<file path="src/rtl/ccd_pkg.sv">
// Shared constants, FSM state type and configuration clamp helpers for the
// TCD1209D line scheduler and driver.
package ccd_pkg;

    localparam int LINE_WIDTH = 2088;
    localparam int F_CNT_MIN  = 2102;
    localparam int F_CNT_MAX  = 6250000;
    localparam int F1_MIN     = 2;
    localparam int F1_MAX     = 16;
    localparam int F1_RST     = 16;
    localparam int F_CNT_RST  = 6250;

    typedef enum logic [1:0] {
        ST_IDLE  = 2'd0,
        ST_ARM   = 2'd1,
        ST_FRAME = 2'd2
    } state_e;

    typedef struct packed {
        logic [7:0]  f1;
        logic [22:0] f_cnt;
        logic [15:0] lines;
    } cfg_t;

    // Divider must be even: drop the LSB before saturating.
    function automatic logic [7:0] clamp_f1(input logic [7:0] v);
        logic [7:0] e;
        e = {v[7:1], 1'b0};
        if (e < 8'(F1_MIN)) return 8'(F1_MIN);
        if (e > 8'(F1_MAX)) return 8'(F1_MAX);
        return e;
    endfunction

    function automatic logic [22:0] clamp_f_cnt(input logic [22:0] v);
        if (v < 23'(F_CNT_MIN)) return 23'(F_CNT_MIN);
        if (v > 23'(F_CNT_MAX)) return 23'(F_CNT_MAX);
        return v;
    endfunction

    function automatic logic [15:0] clamp_lines(input logic [15:0] v);
        return (v == 16'd0) ? 16'd1 : v;
    endfunction

endpackage

</file>
<file path="src/rtl/ccd_line_scheduler_if.sv">
// Host configuration, driver handshake and capture framing signals of the
// line scheduler, bundled with host/driver (master) and scheduler (slave) views.
interface ccd_line_scheduler_if;
    logic        cfg_valid;
    logic        cfg_ready;
    logic [7:0]  cfg_f1_freq;
    logic [22:0] cfg_f_cnt;
    logic [15:0] cfg_lines;
    logic        run;
    logic        os_tvalid;
    logic [7:0]  f1_freq;
    logic [22:0] f_cnt;
    logic        cfg_applied;
    logic        cfg_clamped;
    logic        line_start;
    logic        line_end;
    logic        frame_start;
    logic        frame_end;
    logic [15:0] line_idx;
    logic [15:0] frame_cnt;
    logic        busy;
    logic        tvalid_gated;

    modport master (
        output cfg_valid, cfg_f1_freq, cfg_f_cnt, cfg_lines, run, os_tvalid,
        input  cfg_ready, f1_freq, f_cnt, cfg_applied, cfg_clamped,
               line_start, line_end, frame_start, frame_end,
               line_idx, frame_cnt, busy, tvalid_gated
    );

    modport slave (
        input  cfg_valid, cfg_f1_freq, cfg_f_cnt, cfg_lines, run, os_tvalid,
        output cfg_ready, f1_freq, f_cnt, cfg_applied, cfg_clamped,
               line_start, line_end, frame_start, frame_end,
               line_idx, frame_cnt, busy, tvalid_gated
    );
endinterface

</file>
<file path="src/rtl/ccd_edge_sync.sv">
// Two-flop synchroniser with registered rise/fall pulses; one cycle of extra
// latency on the edges keeps downstream logic fed from flops only.
module ccd_edge_sync (
    input  logic clk,
    input  logic srst,
    input  logic din,
    output logic sync,
    output logic rise,
    output logic fall
);

    logic s1_q, s1_d;
    logic s2_q, s2_d;
    logic rise_q, rise_d;
    logic fall_q, fall_d;

    always_comb begin
        s1_d   = din;
        s2_d   = s1_q;
        rise_d = s1_q & ~s2_q;
        fall_d = ~s1_q & s2_q;
    end

    always_ff @(posedge clk) begin
        if (srst) begin
            s1_q   <= 1'b0;
            s2_q   <= 1'b0;
            rise_q <= 1'b0;
            fall_q <= 1'b0;
        end else begin
            s1_q   <= s1_d;
            s2_q   <= s2_d;
            rise_q <= rise_d;
            fall_q <= fall_d;
        end
    end

    assign sync = s2_q;
    assign rise = rise_q;
    assign fall = fall_q;

endmodule

</file>
<file path="src/rtl/ccd_line_scheduler.sv">
// Frame/line scheduler for the TCD1209D driver: clamps host configuration,
// commits it at safe line boundaries and frames driver lines for capture.
module ccd_line_scheduler
    import ccd_pkg::*;
(
    input  logic                  sys_clk,
    input  logic                  sys_rst,
    ccd_line_scheduler_if.slave   bus
);

    logic os_sync, os_rise, os_fall;

    ccd_edge_sync u_os_sync (
        .clk  (sys_clk),
        .srst (sys_rst),
        .din  (bus.os_tvalid),
        .sync (os_sync),
        .rise (os_rise),
        .fall (os_fall)
    );

    state_e      state_q, state_d;
    cfg_t        pend_q, pend_d;
    logic        pending_q, pending_d;
    logic [7:0]  f1_q, f1_d;
    logic [22:0] f_cnt_q, f_cnt_d;
    logic [15:0] lines_act_q, lines_act_d;
    logic        applied_q, applied_d;
    logic        clamped_q, clamped_d;
    logic        line_start_q, line_start_d;
    logic        line_end_q, line_end_d;
    logic        frame_start_q, frame_start_d;
    logic        frame_end_q, frame_end_d;
    logic [15:0] line_idx_q, line_idx_d;
    logic [15:0] frame_cnt_q, frame_cnt_d;
    logic        busy_q, busy_d;
    logic        in_frame_q, in_frame_d;

    logic        accept;
    logic        last_line;
    logic        frame_done;
    logic        commit;
    cfg_t        req_clamped;

    always_comb begin
        state_d       = state_q;
        pend_d        = pend_q;
        pending_d     = pending_q;
        f1_d          = f1_q;
        f_cnt_d       = f_cnt_q;
        lines_act_d   = lines_act_q;
        applied_d     = 1'b0;
        clamped_d     = clamped_q;
        line_start_d  = 1'b0;
        line_end_d    = 1'b0;
        frame_start_d = 1'b0;
        frame_end_d   = 1'b0;
        line_idx_d    = line_idx_q;
        frame_cnt_d   = frame_cnt_q;
        in_frame_d    = in_frame_q;
        frame_done    = 1'b0;

        accept            = bus.cfg_valid & ~pending_q;
        last_line         = (line_idx_q == lines_act_q - 16'd1);
        req_clamped.f1    = clamp_f1(bus.cfg_f1_freq);
        req_clamped.f_cnt = clamp_f_cnt(bus.cfg_f_cnt);
        req_clamped.lines = clamp_lines(bus.cfg_lines);

        case (state_q)
            ST_IDLE: begin
                if (bus.run) state_d = ST_ARM;
            end
            ST_ARM: begin
                // Only a fresh rise starts a frame, so a line already in
                // progress when arming is skipped.
                if (!bus.run) begin
                    state_d = ST_IDLE;
                end else if (os_rise) begin
                    state_d       = ST_FRAME;
                    frame_start_d = 1'b1;
                    line_start_d  = 1'b1;
                    line_idx_d    = 16'd0;
                    in_frame_d    = 1'b1;
                end
            end
            ST_FRAME: begin
                if (os_rise) begin
                    line_start_d = 1'b1;
                    line_idx_d   = line_idx_q + 16'd1;
                    in_frame_d   = 1'b1;
                end
                if (os_fall) begin
                    line_end_d = 1'b1;
                    in_frame_d = 1'b0;
                    if (last_line) begin
                        frame_done  = 1'b1;
                        frame_end_d = 1'b1;
                        frame_cnt_d = frame_cnt_q + 16'd1;
                        state_d     = bus.run ? ST_ARM : ST_IDLE;
                    end
                end
            end
            default: state_d = ST_IDLE;
        endcase

        // Driver settings only change between lines and never inside a frame.
        commit = os_fall & pending_q & ((state_q != ST_FRAME) | frame_done);
        if (commit) begin
            f1_d        = pend_q.f1;
            f_cnt_d     = pend_q.f_cnt;
            lines_act_d = pend_q.lines;
            applied_d   = 1'b1;
            pending_d   = 1'b0;
        end else if (accept) begin
            pend_d    = req_clamped;
            pending_d = 1'b1;
            clamped_d = (req_clamped.f1    != bus.cfg_f1_freq) |
                        (req_clamped.f_cnt != bus.cfg_f_cnt)   |
                        (req_clamped.lines != bus.cfg_lines);
        end

        busy_d = (state_d == ST_FRAME);
    end

    always_ff @(posedge sys_clk) begin
        if (sys_rst) begin
            state_q       <= ST_IDLE;
            pend_q        <= '0;
            pending_q     <= 1'b0;
            f1_q          <= 8'(F1_RST);
            f_cnt_q       <= 23'(F_CNT_RST);
            lines_act_q   <= 16'd1;
            applied_q     <= 1'b0;
            clamped_q     <= 1'b0;
            line_start_q  <= 1'b0;
            line_end_q    <= 1'b0;
            frame_start_q <= 1'b0;
            frame_end_q   <= 1'b0;
            line_idx_q    <= 16'd0;
            frame_cnt_q   <= 16'd0;
            busy_q        <= 1'b0;
            in_frame_q    <= 1'b0;
        end else begin
            state_q       <= state_d;
            pend_q        <= pend_d;
            pending_q     <= pending_d;
            f1_q          <= f1_d;
            f_cnt_q       <= f_cnt_d;
            lines_act_q   <= lines_act_d;
            applied_q     <= applied_d;
            clamped_q     <= clamped_d;
            line_start_q  <= line_start_d;
            line_end_q    <= line_end_d;
            frame_start_q <= frame_start_d;
            frame_end_q   <= frame_end_d;
            line_idx_q    <= line_idx_d;
            frame_cnt_q   <= frame_cnt_d;
            busy_q        <= busy_d;
            in_frame_q    <= in_frame_d;
        end
    end

    assign bus.cfg_ready    = ~pending_q;
    assign bus.f1_freq      = f1_q;
    assign bus.f_cnt        = f_cnt_q;
    assign bus.cfg_applied  = applied_q;
    assign bus.cfg_clamped  = clamped_q;
    assign bus.line_start   = line_start_q;
    assign bus.line_end     = line_end_q;
    assign bus.frame_start  = frame_start_q;
    assign bus.frame_end    = frame_end_q;
    assign bus.line_idx     = line_idx_q;
    assign bus.frame_cnt    = frame_cnt_q;
    assign bus.busy         = busy_q;
    assign bus.tvalid_gated = os_sync & in_frame_q;

endmodule

</file>
<file path="src/flat_wrapper.sv">
// flat-port wrapper written by rule: the top's interface ports become plain ports
module ccd_line_scheduler_flat import ccd_pkg::*;
  (sys_clk, sys_rst, bus_cfg_valid, bus_cfg_f1_freq, bus_cfg_f_cnt, bus_cfg_lines, bus_run, bus_os_tvalid, bus_cfg_ready, bus_f1_freq, bus_f_cnt, bus_cfg_applied, bus_cfg_clamped, bus_line_start, bus_line_end, bus_frame_start, bus_frame_end, bus_line_idx, bus_frame_cnt, bus_busy, bus_tvalid_gated);
  ccd_line_scheduler_if bus_i ();
  input  logic sys_clk;
  input  logic sys_rst;
  input wire logic [$bits(bus_i.cfg_valid)-1:0] bus_cfg_valid;
  input wire logic [$bits(bus_i.cfg_f1_freq)-1:0] bus_cfg_f1_freq;
  input wire logic [$bits(bus_i.cfg_f_cnt)-1:0] bus_cfg_f_cnt;
  input wire logic [$bits(bus_i.cfg_lines)-1:0] bus_cfg_lines;
  input wire logic [$bits(bus_i.run)-1:0] bus_run;
  input wire logic [$bits(bus_i.os_tvalid)-1:0] bus_os_tvalid;
  output wire logic [$bits(bus_i.cfg_ready)-1:0] bus_cfg_ready;
  output wire logic [$bits(bus_i.f1_freq)-1:0] bus_f1_freq;
  output wire logic [$bits(bus_i.f_cnt)-1:0] bus_f_cnt;
  output wire logic [$bits(bus_i.cfg_applied)-1:0] bus_cfg_applied;
  output wire logic [$bits(bus_i.cfg_clamped)-1:0] bus_cfg_clamped;
  output wire logic [$bits(bus_i.line_start)-1:0] bus_line_start;
  output wire logic [$bits(bus_i.line_end)-1:0] bus_line_end;
  output wire logic [$bits(bus_i.frame_start)-1:0] bus_frame_start;
  output wire logic [$bits(bus_i.frame_end)-1:0] bus_frame_end;
  output wire logic [$bits(bus_i.line_idx)-1:0] bus_line_idx;
  output wire logic [$bits(bus_i.frame_cnt)-1:0] bus_frame_cnt;
  output wire logic [$bits(bus_i.busy)-1:0] bus_busy;
  output wire logic [$bits(bus_i.tvalid_gated)-1:0] bus_tvalid_gated;
  assign bus_i.cfg_valid = bus_cfg_valid;
  assign bus_i.cfg_f1_freq = bus_cfg_f1_freq;
  assign bus_i.cfg_f_cnt = bus_cfg_f_cnt;
  assign bus_i.cfg_lines = bus_cfg_lines;
  assign bus_i.run = bus_run;
  assign bus_i.os_tvalid = bus_os_tvalid;
  assign bus_cfg_ready = bus_i.cfg_ready;
  assign bus_f1_freq = bus_i.f1_freq;
  assign bus_f_cnt = bus_i.f_cnt;
  assign bus_cfg_applied = bus_i.cfg_applied;
  assign bus_cfg_clamped = bus_i.cfg_clamped;
  assign bus_line_start = bus_i.line_start;
  assign bus_line_end = bus_i.line_end;
  assign bus_frame_start = bus_i.frame_start;
  assign bus_frame_end = bus_i.frame_end;
  assign bus_line_idx = bus_i.line_idx;
  assign bus_frame_cnt = bus_i.frame_cnt;
  assign bus_busy = bus_i.busy;
  assign bus_tvalid_gated = bus_i.tvalid_gated;
  ccd_line_scheduler u_core (.sys_clk(sys_clk), .sys_rst(sys_rst), .bus(bus_i));
endmodule
</file>
<file path="config.mk">
export PLATFORM = sky130hd
export DESIGN_NAME = ccd_line_scheduler_flat
export DESIGN_NICKNAME = d
export VERILOG_FILES = /design/src/rtl/ccd_pkg.sv /design/src/rtl/ccd_line_scheduler_if.sv /design/src/rtl/ccd_edge_sync.sv /design/src/rtl/ccd_line_scheduler.sv /design/src/flat_wrapper.sv
export SDC_FILE = /design/constraint.sdc
export NUM_CORES = 1
export LEC_CHECK = 0
export CORE_MARGIN = 2
export CORE_UTILIZATION = 35
export CTS_BUF_LIST = sky130_fd_sc_hd__clkbuf_8
export CTS_CLUSTER_SIZE = 24
export DETAILED_ROUTE_END_ITERATION = 10
export GPL_TIMING_DRIVEN = 0
export PLACE_DENSITY = 0.6
export SKIP_LAST_GASP = 1
export SLEW_MARGIN = 20
export SYNTH_ARGS = -nofsm -noshare
export SYNTH_HDL_FRONTEND = slang
export SYNTH_HIERARCHICAL = 1
export SYNTH_SLANG_ARGS = --single-unit
</file>
<file path="constraint.sdc">
create_clock -name sys_clk -period 7.6 [get_ports sys_clk]
set_input_delay 1.9 -clock sys_clk [delete_from_list [all_inputs] [get_ports sys_clk]]
set_output_delay 1.9 -clock sys_clk [all_outputs]
set_load 0.005 [all_outputs]
</file>
==> results of run 1 <==
-- per-layer routing --
layer	vias up	track usage	routed length, um	part of all wire
met5	-	0	0	0
met4	0	0.0637	318	0.018
met3	21	0.0408	895	0.051
met2	132	0.277	7700	0.44
met1	2685	0.251	8610	0.49
li1	2900	-	-	-
-- area by class of cell --
cell class                 instances  area (um2)
inverter                          16        60.1
fill                            1836       10100
clock inverter                    14         124
clock buffer                      18         248
sequential                       139        2780
multi-input combinational        556        3480
timing repair buffer             121        1210
tap                              234         293
buffer                            49         244
-- final timing paths --
kind                            to  depth (start not counted)  slack [ns]
min reg2reg  u_core/u_os_sync/fall                          1        0.45
max reg2reg    u_core/bus.f_cnt[5]                         13        3.77
min          u_core/u_os_sync/fall                          1        0.45
max              u_core/pend_q[19]                          8        3.34
-- cells in the final DEF (no fill, tap or decap), drive strengths merged, types with 3 or more instances in the layout --
cell	n
ha	7
nor4b	3
nor4	16
o22ai	3
mux2i	49
or2	3
nor2b	17
nand3	22
inv	20
or4	7
or3	11
clkdlybuf4s50	121
a22oi	9
nand2b	78
nor2	87
and3	9
dfxtp	139
o21ai	7
clkbuf	50
o211ai	5
o31ai	4
nand2	55
xnor2	13
o41ai	3
o21bai	5
clkinv	7
buf	17
nand4	12
and2	4
mux2	12
a211oi	3
xor2	20
a21oi	35
a31oi	3
nor3	34
-- cell usage after synthesis, drive strengths merged (4+ instances only) --
library cell	number	area share
nor4	16	0.015
nand4	12	0.011
and2	4	0.0038
buf	17	0.019
o31ai	4	0.0046
nand2	55	0.031
mux2i	49	0.075
or3	11	0.010
clkbuf	32	0.018
dfxtp	139	0.42
nand2b	78	0.074
o21ai	7	0.0053
or4	7	0.0080
a22oi	9	0.010
and3	9	0.0086
inv	16	0.0092
nor2b	17	0.016
mux2	12	0.021
ha	7	0.013
o21bai	5	0.0057
nor2	87	0.050
o211ai	5	0.0057
xor2	20	0.027
xnor2	13	0.017
a21oi	35	0.027
nand3	22	0.017
nor3	34	0.026
-- critical path, cell delays in order --
cell and delay, ns:
sky130_fd_sc_hd__clkdlybuf4s50_1 0.47, sky130_fd_sc_hd__or3_1 0.40, sky130_fd_sc_hd__or3_1 0.40, sky130_fd_sc_hd__or2_2 0.29
sky130_fd_sc_hd__o221a_2 0.33, sky130_fd_sc_hd__nor2_1 0.57, sky130_fd_sc_hd__a22oi_1 0.15, sky130_fd_sc_hd__nor2_1 0.13
-- power by group through the flow --
| stage | registers, mW | logic (mW) | clock network [mW] |
|---|---|---|---|
| after floorplan | 0.770 | 0.0706 | 0 |
| after global placement | 0.772 | 0.132 | 0 |
| after detailed placement | 0.773 | 0.132 | 0 |
| after CTS | 0.756 | 0.133 | 0.587 |
| after global routing | 0.758 | 0.146 | 0.621 |
| final | 0.756 | 0.132 | 0.568 |
-- kinds of logic after synthesis --
group | Yosys count
XOR/XNOR | 33
other | 1
buffers and inverters | 65
AO/OA/AOI/OAI | 89
adder cells (fa/ha/maj) | 7
multiplexers | 61
AND/OR/NAND/NOR | 365
flip-flops | 139
-- flip-flops by register name (all words and copies together), names as in the netlist --
name,cells
u_core/pend_q,46
u_core/bus.f_cnt,23
u_core/bus.frame_cnt,16
u_core/bus.line_idx,16
u_core/lines_act_q,16
u_core/bus.f1_freq,7
u_core/state_q,2
u_core/bus.busy,1
u_core/bus.cfg_applied,1
u_core/bus.cfg_clamped,1
u_core/bus.frame_end,1
u_core/bus.frame_start,1
u_core/bus.line_end,1
u_core/bus.line_start,1
u_core/in_frame_q,1
u_core/pending_q,1
u_core/u_os_sync/fall,1
u_core/u_os_sync/rise,1
u_core/u_os_sync/s1_q,1
u_core/u_os_sync/sync,1
-- through the flow --
step,worst slack (ns),hold slack (ns),std cells,area [um2]
2_1_floorplan,3.76,0.412,760,6560
3_3_place_gp,2.90,0.433,1115,8070
6_report,3.34,0.450,1147,8440
4_1_cts,3.37,0.451,1147,8440
5_1_grt,3.31,0.476,1147,8440
3_5_place_dp,2.89,0.435,1115,8070
==> impl_metrics.sql, run 1 <==
INSERT INTO impl_metrics (metric_group, metric, value, unit) VALUES
('placed_design', 'dp_hpwl', '13100', 'um'),
('routing', 'detailroute.via_count', '5738', ''),
('timing', 'setup_repair_after_global_routing_missed_its_margin', 'false', ''),
('yosys', 'synth_edf_count', '0', ''),
('timing', 'period_minus_slack', '4.26', 'ns'),
('pwr', 'totalPowerFinal', '1.46', 'mW'),
('global_routing', 'via_count_of_the_first_global_routing_pass', '5440', ''),
('yosys', 'dominantRegCellSynth', 'sky130_fd_sc_hd__dfxtp_1', ''),
('floorplan', 'die-area', '0.0199', 'mm2'),
('cts', 'cts_resized', '0', ''),
('yosys', 'main_combinational_cell_family_by_area_after_synthesis', 'simple AND/OR/NAND/NOR gates', ''),
('timing', 'fin_worst_skew', '0.0179', 'ns'),
('floorplan', 'core_region_area', '0.0186', 'mm2'),
('cts', 'postCtsSetupRepairBufs', '0', ''),
('pwr', 'netSwitchingPower', '0.381', 'mW'),
('floorplan', 'io_pins', '124', ''),
('routing', 'final_antenna_net_count', '0', ''),
('routing', 'avgViaCountPerCell', '5.00', ''),
('yosys', 'yosysUniqueCellTypes', '54', ''),
('pwr', 'vdd_ir_max', '0.000105', 'V'),
('timing', 'setup_viol_count_final', '0', ''),
('cts', 'cts_root_buffer', 'sky130_fd_sc_hd__clkbuf_8', ''),
('routing', 'drt_first_iter_violations', '378', ''),
('hold_path', 'hp-start', 'u_core/u_os_sync/s1_q', ''),
('finish', 'diodes', '0', ''),
('timing', 'min_period_over_period', '0.561', ''),
('timing', 'fin_setup_tns', '0', 'ns'),
('routing', 'post_route_drc', '0', ''),
('routing', 'avgRoutedWirePerCell', '15.3', 'um'),
('floorplan', 'die_h', '141', 'um'),
('finish', 'post_route_cells_drive_above_1_share', '0.0657', ''),
('yosys', 'synth_fa_ha_area_frac', '0.0133', ''),
('placed_design', 'gp_routability_congestion', '0.830', ''),
('cts', 'numClockSinks', '139', ''),
('worst_setup_path', 'crit_path_start', 'bus_cfg_f_cnt[21]', ''),
('pwr', 'pwr_density_cell', '172', 'mW/mm2'),
('routing', 'drt-pass1-iter-count', '6', ''),
('cts', 'worst_skew_pair.late_latency', '0.45', 'ns'),
('placed_design', 'i_o_buffers', '121', ''),
('status', 'run_status', 'completed', ''),
('timing', 'maxSlewViolCount', '0', ''),
('worst_setup_path', 'timing_worst_setup_path_type', 'in -> reg', ''),
('cts', 'clock_tree.buffer_depth', '2', ''),
('finish', 'layout_nets', '959', ''),
('finish', 'flow.area_growth_from_synthesis', '28.6', '%'),
('global_routing', 'grt_first_pass_wirelength', '28400', 'um'),
('yosys', 'synth.net_count', '819', ''),
('yosys', 'area_fraction_in_compound_gates_after_synthesis', '0.0877', ''),
('yosys', 'async_reset_ff_frac', '0', ''),
('cts', 'htree_levels', '4', ''),
('pwr', 'power.internal', '1.07', 'mW'),
('pwr', 'share_comb_of_total_power', '0.091', ''),
('hold_path', 'min-delay-path-class', 'reg -> reg', ''),
('yosys', 'syn_area_cell', '8.64', 'um2'),
('cts', 'clk_pin_slew_worst_paths', '0.08', 'ns'),
('pwr', 'clockPowerShare', '0.390', ''),
('floorplan', 'die-width', '141', 'um'),
('yosys', 'syn-cell-area', '0.00656', 'mm2'),
('timing', 'max_clock_freq', '235', 'MHz'),
('worst_setup_path', 'arrival_time_of_data_at_the_critical_path_endpoint', '4.65', 'ns'),
('cts', 'ctsHoldBuffers', '0', ''),
('yosys', 'synth-simple-area-share', '0.289', ''),
('yosys', 'synth.yosys.seq_area_share', '0.424', ''),
('yosys', 'muxShareOfSynthArea', '0.0953', ''),
('worst_setup_path', 'start_kind', 'input port', ''),
('worst_setup_path', 'critical_path_fanouts_max', '9', ''),
('cts', 'numCtsBuffers', '17', ''),
('cts', 'tritoncts', 'yes', ''),
('pwr', 'power.static_leakage', '2.95', 'nW'),
('global_routing', 'gr-total-overflow', '0', ''),
('routing', 'wl', '17500', 'um');
No activity file was read; power rests on OpenSTA's default activity.
==> run 2: changes to the inputs <==
--- a/config.mk
+++ b/config.mk
@@ -11,7 +11,7 @@
 export CTS_CLUSTER_SIZE = 24
 export DETAILED_ROUTE_END_ITERATION = 10
 export GPL_TIMING_DRIVEN = 0
-export PLACE_DENSITY = 0.6
+export PLACE_DENSITY = 0.63
 export SKIP_LAST_GASP = 1
 export SLEW_MARGIN = 20
 export SYNTH_ARGS = -nofsm -noshare
==> constraint.sdc (replaced) <==
create_clock -name sys_clk -period 3.8 [get_ports sys_clk]
set_input_delay 0.95 -clock sys_clk [delete_from_list [all_inputs] [get_ports sys_clk]]
set_output_delay 0.95 -clock sys_clk [all_outputs]
set_load 0.005 [all_outputs]
==> run 2 against run 1 <==
Effect of this change:
- flip-flop and latch count did not move
- final area rose by 0.40%
- sequential share of layout area fell by 0.13 points
- core utilization rose by 0.18 points
- register-to-register slack got worse by 3.6 ns
- count of clock-buffer cells in the layout fell by 1
- worst setup slack got worse by 3.2 ns
==> impl_metrics.sql, run 2 (synthesis gave the netlist of run 1 again) <==
INSERT INTO impl_metrics (metric_group, metric, value, unit) VALUES
('timing', 'setup_ws', '0.147', 'ns'),
('global_routing', 'gr-total-overflow', '0', ''),
('cts', 'htree_levels', '4', ''),
('worst_setup_path', 'arrival_time_of_data_at_the_critical_path_endpoint', '4.00', 'ns'),
('finish', 'flip_flop_count_of_the_largest_register_after_layout', '46', ''),
('run', 'maxCapViolations', '0', ''),
('finish', 'seqCellArea', '0.00278', 'mm2'),
('worst_setup_path', 'worstRegToRegCells', '12', ''),
('timing', 'setup_viol_count_final', '0', ''),
('finish', 'max_flop_register', 'u_core/pend_q', ''),
('timing', 'period_minus_slack', '3.65', 'ns'),
('pwr', 'seq_power_share', '0.511', ''),
('pwr', 'share_comb_of_total_power', '0.089', ''),
('timing', 'maxSlewViolCount', '0', ''),
('cts', 'clock_tree.buffer_depth', '2', ''),
('cts', 'worst_skew_pair.late_latency', '0.46', 'ns'),
('routing', 'drt_first_iter_violations', '395', ''),
('routing', 'detailroute.via_count', '5759', ''),
('pwr', 'switching_fraction', '0.258', ''),
('status', 'run_status', 'completed', ''),
('finish', 'layout_nets', '959', ''),
('timing', 'fin_setup_tns', '0', 'ns'),
('timing', 'setup_repair_after_global_routing_missed_its_margin', 'false', ''),
('cts', 'cts_root_buffer', 'sky130_fd_sc_hd__clkbuf_8', ''),
('pwr', 'power.static_leakage', '2.95', 'nW'),
('floorplan', 'die-width', '141', 'um'),
('routing', 'post_route_drc', '0', ''),
('placed_design', 'gp_routability_congestion', '0.869', ''),
('finish', 'filler_cell_count', '1821', ''),
('finish', 'multi_input_area', '0.00349', 'mm2'),
('worst_setup_path', 'critical_path_fanouts_max', '10', ''),
('hold_path', 'min-delay-path-class', 'reg -> reg', ''),
('global_routing', 'grt_start_max_net_pins', '17', ''),
('global_routing', 'grt_first_pass_wirelength', '28600', 'um'),
('finish', 'postLayoutCoreUtil', '0.456', ''),
('cts', 'numCtsBuffers', '17', ''),
('routing', 'avgViaCountPerCell', '5.02', ''),
('floorplan', 'placement_rows', '50', ''),
('cts', 'clk_pin_slew_worst_paths', '0.08', 'ns'),
('hold_path', 'hold_depth', '1', ''),
('cts', 'ctsHoldBuffers', '0', ''),
('worst_setup_path', 'worst_setup_path_end_kind', 'register', ''),
('global_routing', 'grt_usage', '0.183', ''),
('cts', 'numClockSinks', '139', ''),
('pwr', 'totalPowerFinal', '2.96', 'mW'),
('timing', 'min_period_over_period', '0.961', ''),
('placed_design', 'dp.cells', '1115', ''),
('finish', 'flow.area_growth_from_synthesis', '29.1', '%'),
('timing', 'hold_viol', '0', ''),
('floorplan', 'die_h', '141', 'um'),
('finish', 'fin_cells', '1148', ''),
('timing', 'timing.max_slew.rel_slack', '0.468', ''),
('finish', 'layout_commonest_cell', 'sky130_fd_sc_hd__dfxtp_1', ''),
('floorplan', 'core_region_area', '0.0186', 'mm2'),
('cts', 'tritoncts', 'yes', ''),
('finish', 'fin_area', '0.00847', 'mm2'),
('timing', 'max_slew.worst_pin.slew', '0.791', 'ns'),
('floorplan', 'io_pins', '124', ''),
('timing', 'fin_worst_skew', '0.0123', 'ns'),
('pwr', 'vdd_ir_max', '0.000213', 'V'),
('pwr', 'pwr_density_cell', '349', 'mW/mm2'),
('finish', 'post_route_cells_drive_above_1_share', '0.0690', ''),
('routing', 'avgRoutedWirePerCell', '15.3', 'um'),
('routing', 'final_antenna_net_count', '0', ''),
('global_routing', 'via_count_of_the_first_global_routing_pass', '5591', ''),
('timing', 'max_clock_freq', '274', 'MHz'),
('floorplan', 'die-area', '0.0199', 'mm2'),
('worst_setup_path', 'timing_worst_setup_path_type', 'reg -> reg', ''),
('worst_setup_path', 'start_kind', 'register', ''),
('pwr', 'netSwitchingPower', '0.764', 'mW'),
('placed_design', 'i_o_buffers', '121', ''),
('pwr', 'power.internal', '2.19', 'mW'),
('placed_design', 'place_worst_setup_slack', '0.00645', 'ns'),
('routing', 'wl', '17500', 'um'),
('placed_design', 'dpl_cell_area', '0.00807', 'mm2'),
('global_routing', 'antenna_found_initial', '2', ''),
('timing', 'hold_slack', '0.444', 'ns'),
('worst_setup_path', 'worstPathRequired', '4.14', 'ns'),
('finish', 'most-common-layout-cells', 'sky130_fd_sc_hd__dfxtp_1, sky130_fd_sc_hd__clkdlybuf4s50_1, sky130_fd_sc_hd__nor2_1, sky130_fd_sc_hd__nand2b_1, sky130_fd_sc_hd__nand2_1', ''),
('pwr', 'clockPowerShare', '0.400', ''),
('placed_design', 'dp_hpwl', '13100', 'um'),
('floorplan', 'floorplan.initialDensity', '0.353', ''),
('routing', 'drt-pass1-iter-count', '6', '');
## run 2: cell types whose count changed in the layout (fill, tap and decap cells not counted)
cell / delta
sky130_fd_sc_hd__clkinvlp_4: +2
sky130_fd_sc_hd__o41ai_2: +1
sky130_fd_sc_hd__o41ai_1: -1
sky130_fd_sc_hd__a32oi_1: -1
sky130_fd_sc_hd__inv_6: +1
sky130_fd_sc_hd__clkbuf_8: -1
sky130_fd_sc_hd__bufinv_16: +1
sky130_fd_sc_hd__clkinv_4: -3
sky130_fd_sc_hd__ha_2: +1
sky130_fd_sc_hd__ha_1: -1
sky130_fd_sc_hd__a32oi_2: +1
sky130_fd_sc_hd__diode_2: +1
## run 2: final cells by class
class                           count  share of cell area
Clock buffer                       17              0.0276
Clock inverter                     15              0.0179
Sequential cell                   139               0.328
Buffer                             49              0.0288
Tap cell                          234              0.0346
Timing Repair Buffer              121               0.143
Antenna cell                        1            0.000295
Multi-Input combinational cell    556               0.412
Inverter                           16             0.00709
## run 2: power groups by stage
stage / clock network (mW) / registers, mW / logic [mW]
final: 1.18 / 1.51 / 0.264
after global routing: 1.30 / 1.52 / 0.291
after CTS: 1.23 / 1.51 / 0.264
after detailed placement: 0 / 1.55 / 0.262
after global placement: 0 / 1.54 / 0.261
after floorplan: 0 / 1.54 / 0.141
## run 2: metal layers
| metal | vias up | wire length, um | track usage |
|---|---|---|---|
| met4 | 0 | 367 | 0.0811 |
| met1 | 2685 | 8490 | 0.248 |
| met3 | 24 | 968 | 0.0428 |
| met5 | - | 0 | 0 |
| li1 | 2895 | - | - |
| met2 | 155 | 7720 | 0.278 |
## run 2: worst paths after layout
check                                           start                       end  slack, ns
worst max-delay path            u_core/lines_act_q[0]  u_core/bus.frame_cnt[14]       0.15
worst min-delay path            u_core/u_os_sync/s1_q     u_core/u_os_sync/fall       0.44
worst max register to register  u_core/lines_act_q[0]  u_core/bus.frame_cnt[14]       0.15
worst min register to register  u_core/u_os_sync/s1_q     u_core/u_os_sync/fall       0.44
## run 2: worst max-delay path, cell delays in order, from the launching register on
cell	delay [ns]
sky130_fd_sc_hd__dfxtp_1	0.39
sky130_fd_sc_hd__inv_1	0.09
sky130_fd_sc_hd__ha_2	0.22
sky130_fd_sc_hd__or4b_1	0.43
sky130_fd_sc_hd__clkbuf_2	0.18
sky130_fd_sc_hd__or4_1	0.55
sky130_fd_sc_hd__a32oi_2	0.22
sky130_fd_sc_hd__o21ai_1	0.18
sky130_fd_sc_hd__or3_1	0.41
sky130_fd_sc_hd__buf_6	0.15
sky130_fd_sc_hd__buf_6	0.14
sky130_fd_sc_hd__nor3_1	0.23
sky130_fd_sc_hd__mux2_1	0.34
## run 2: repair_timing
item,in CTS,in global routing
gates resized for setup,1,2
endpoints found under the hold margin,0,0
endpoints found under the setup margin,5,24
pin swaps,0,1
buffers inserted,0,0
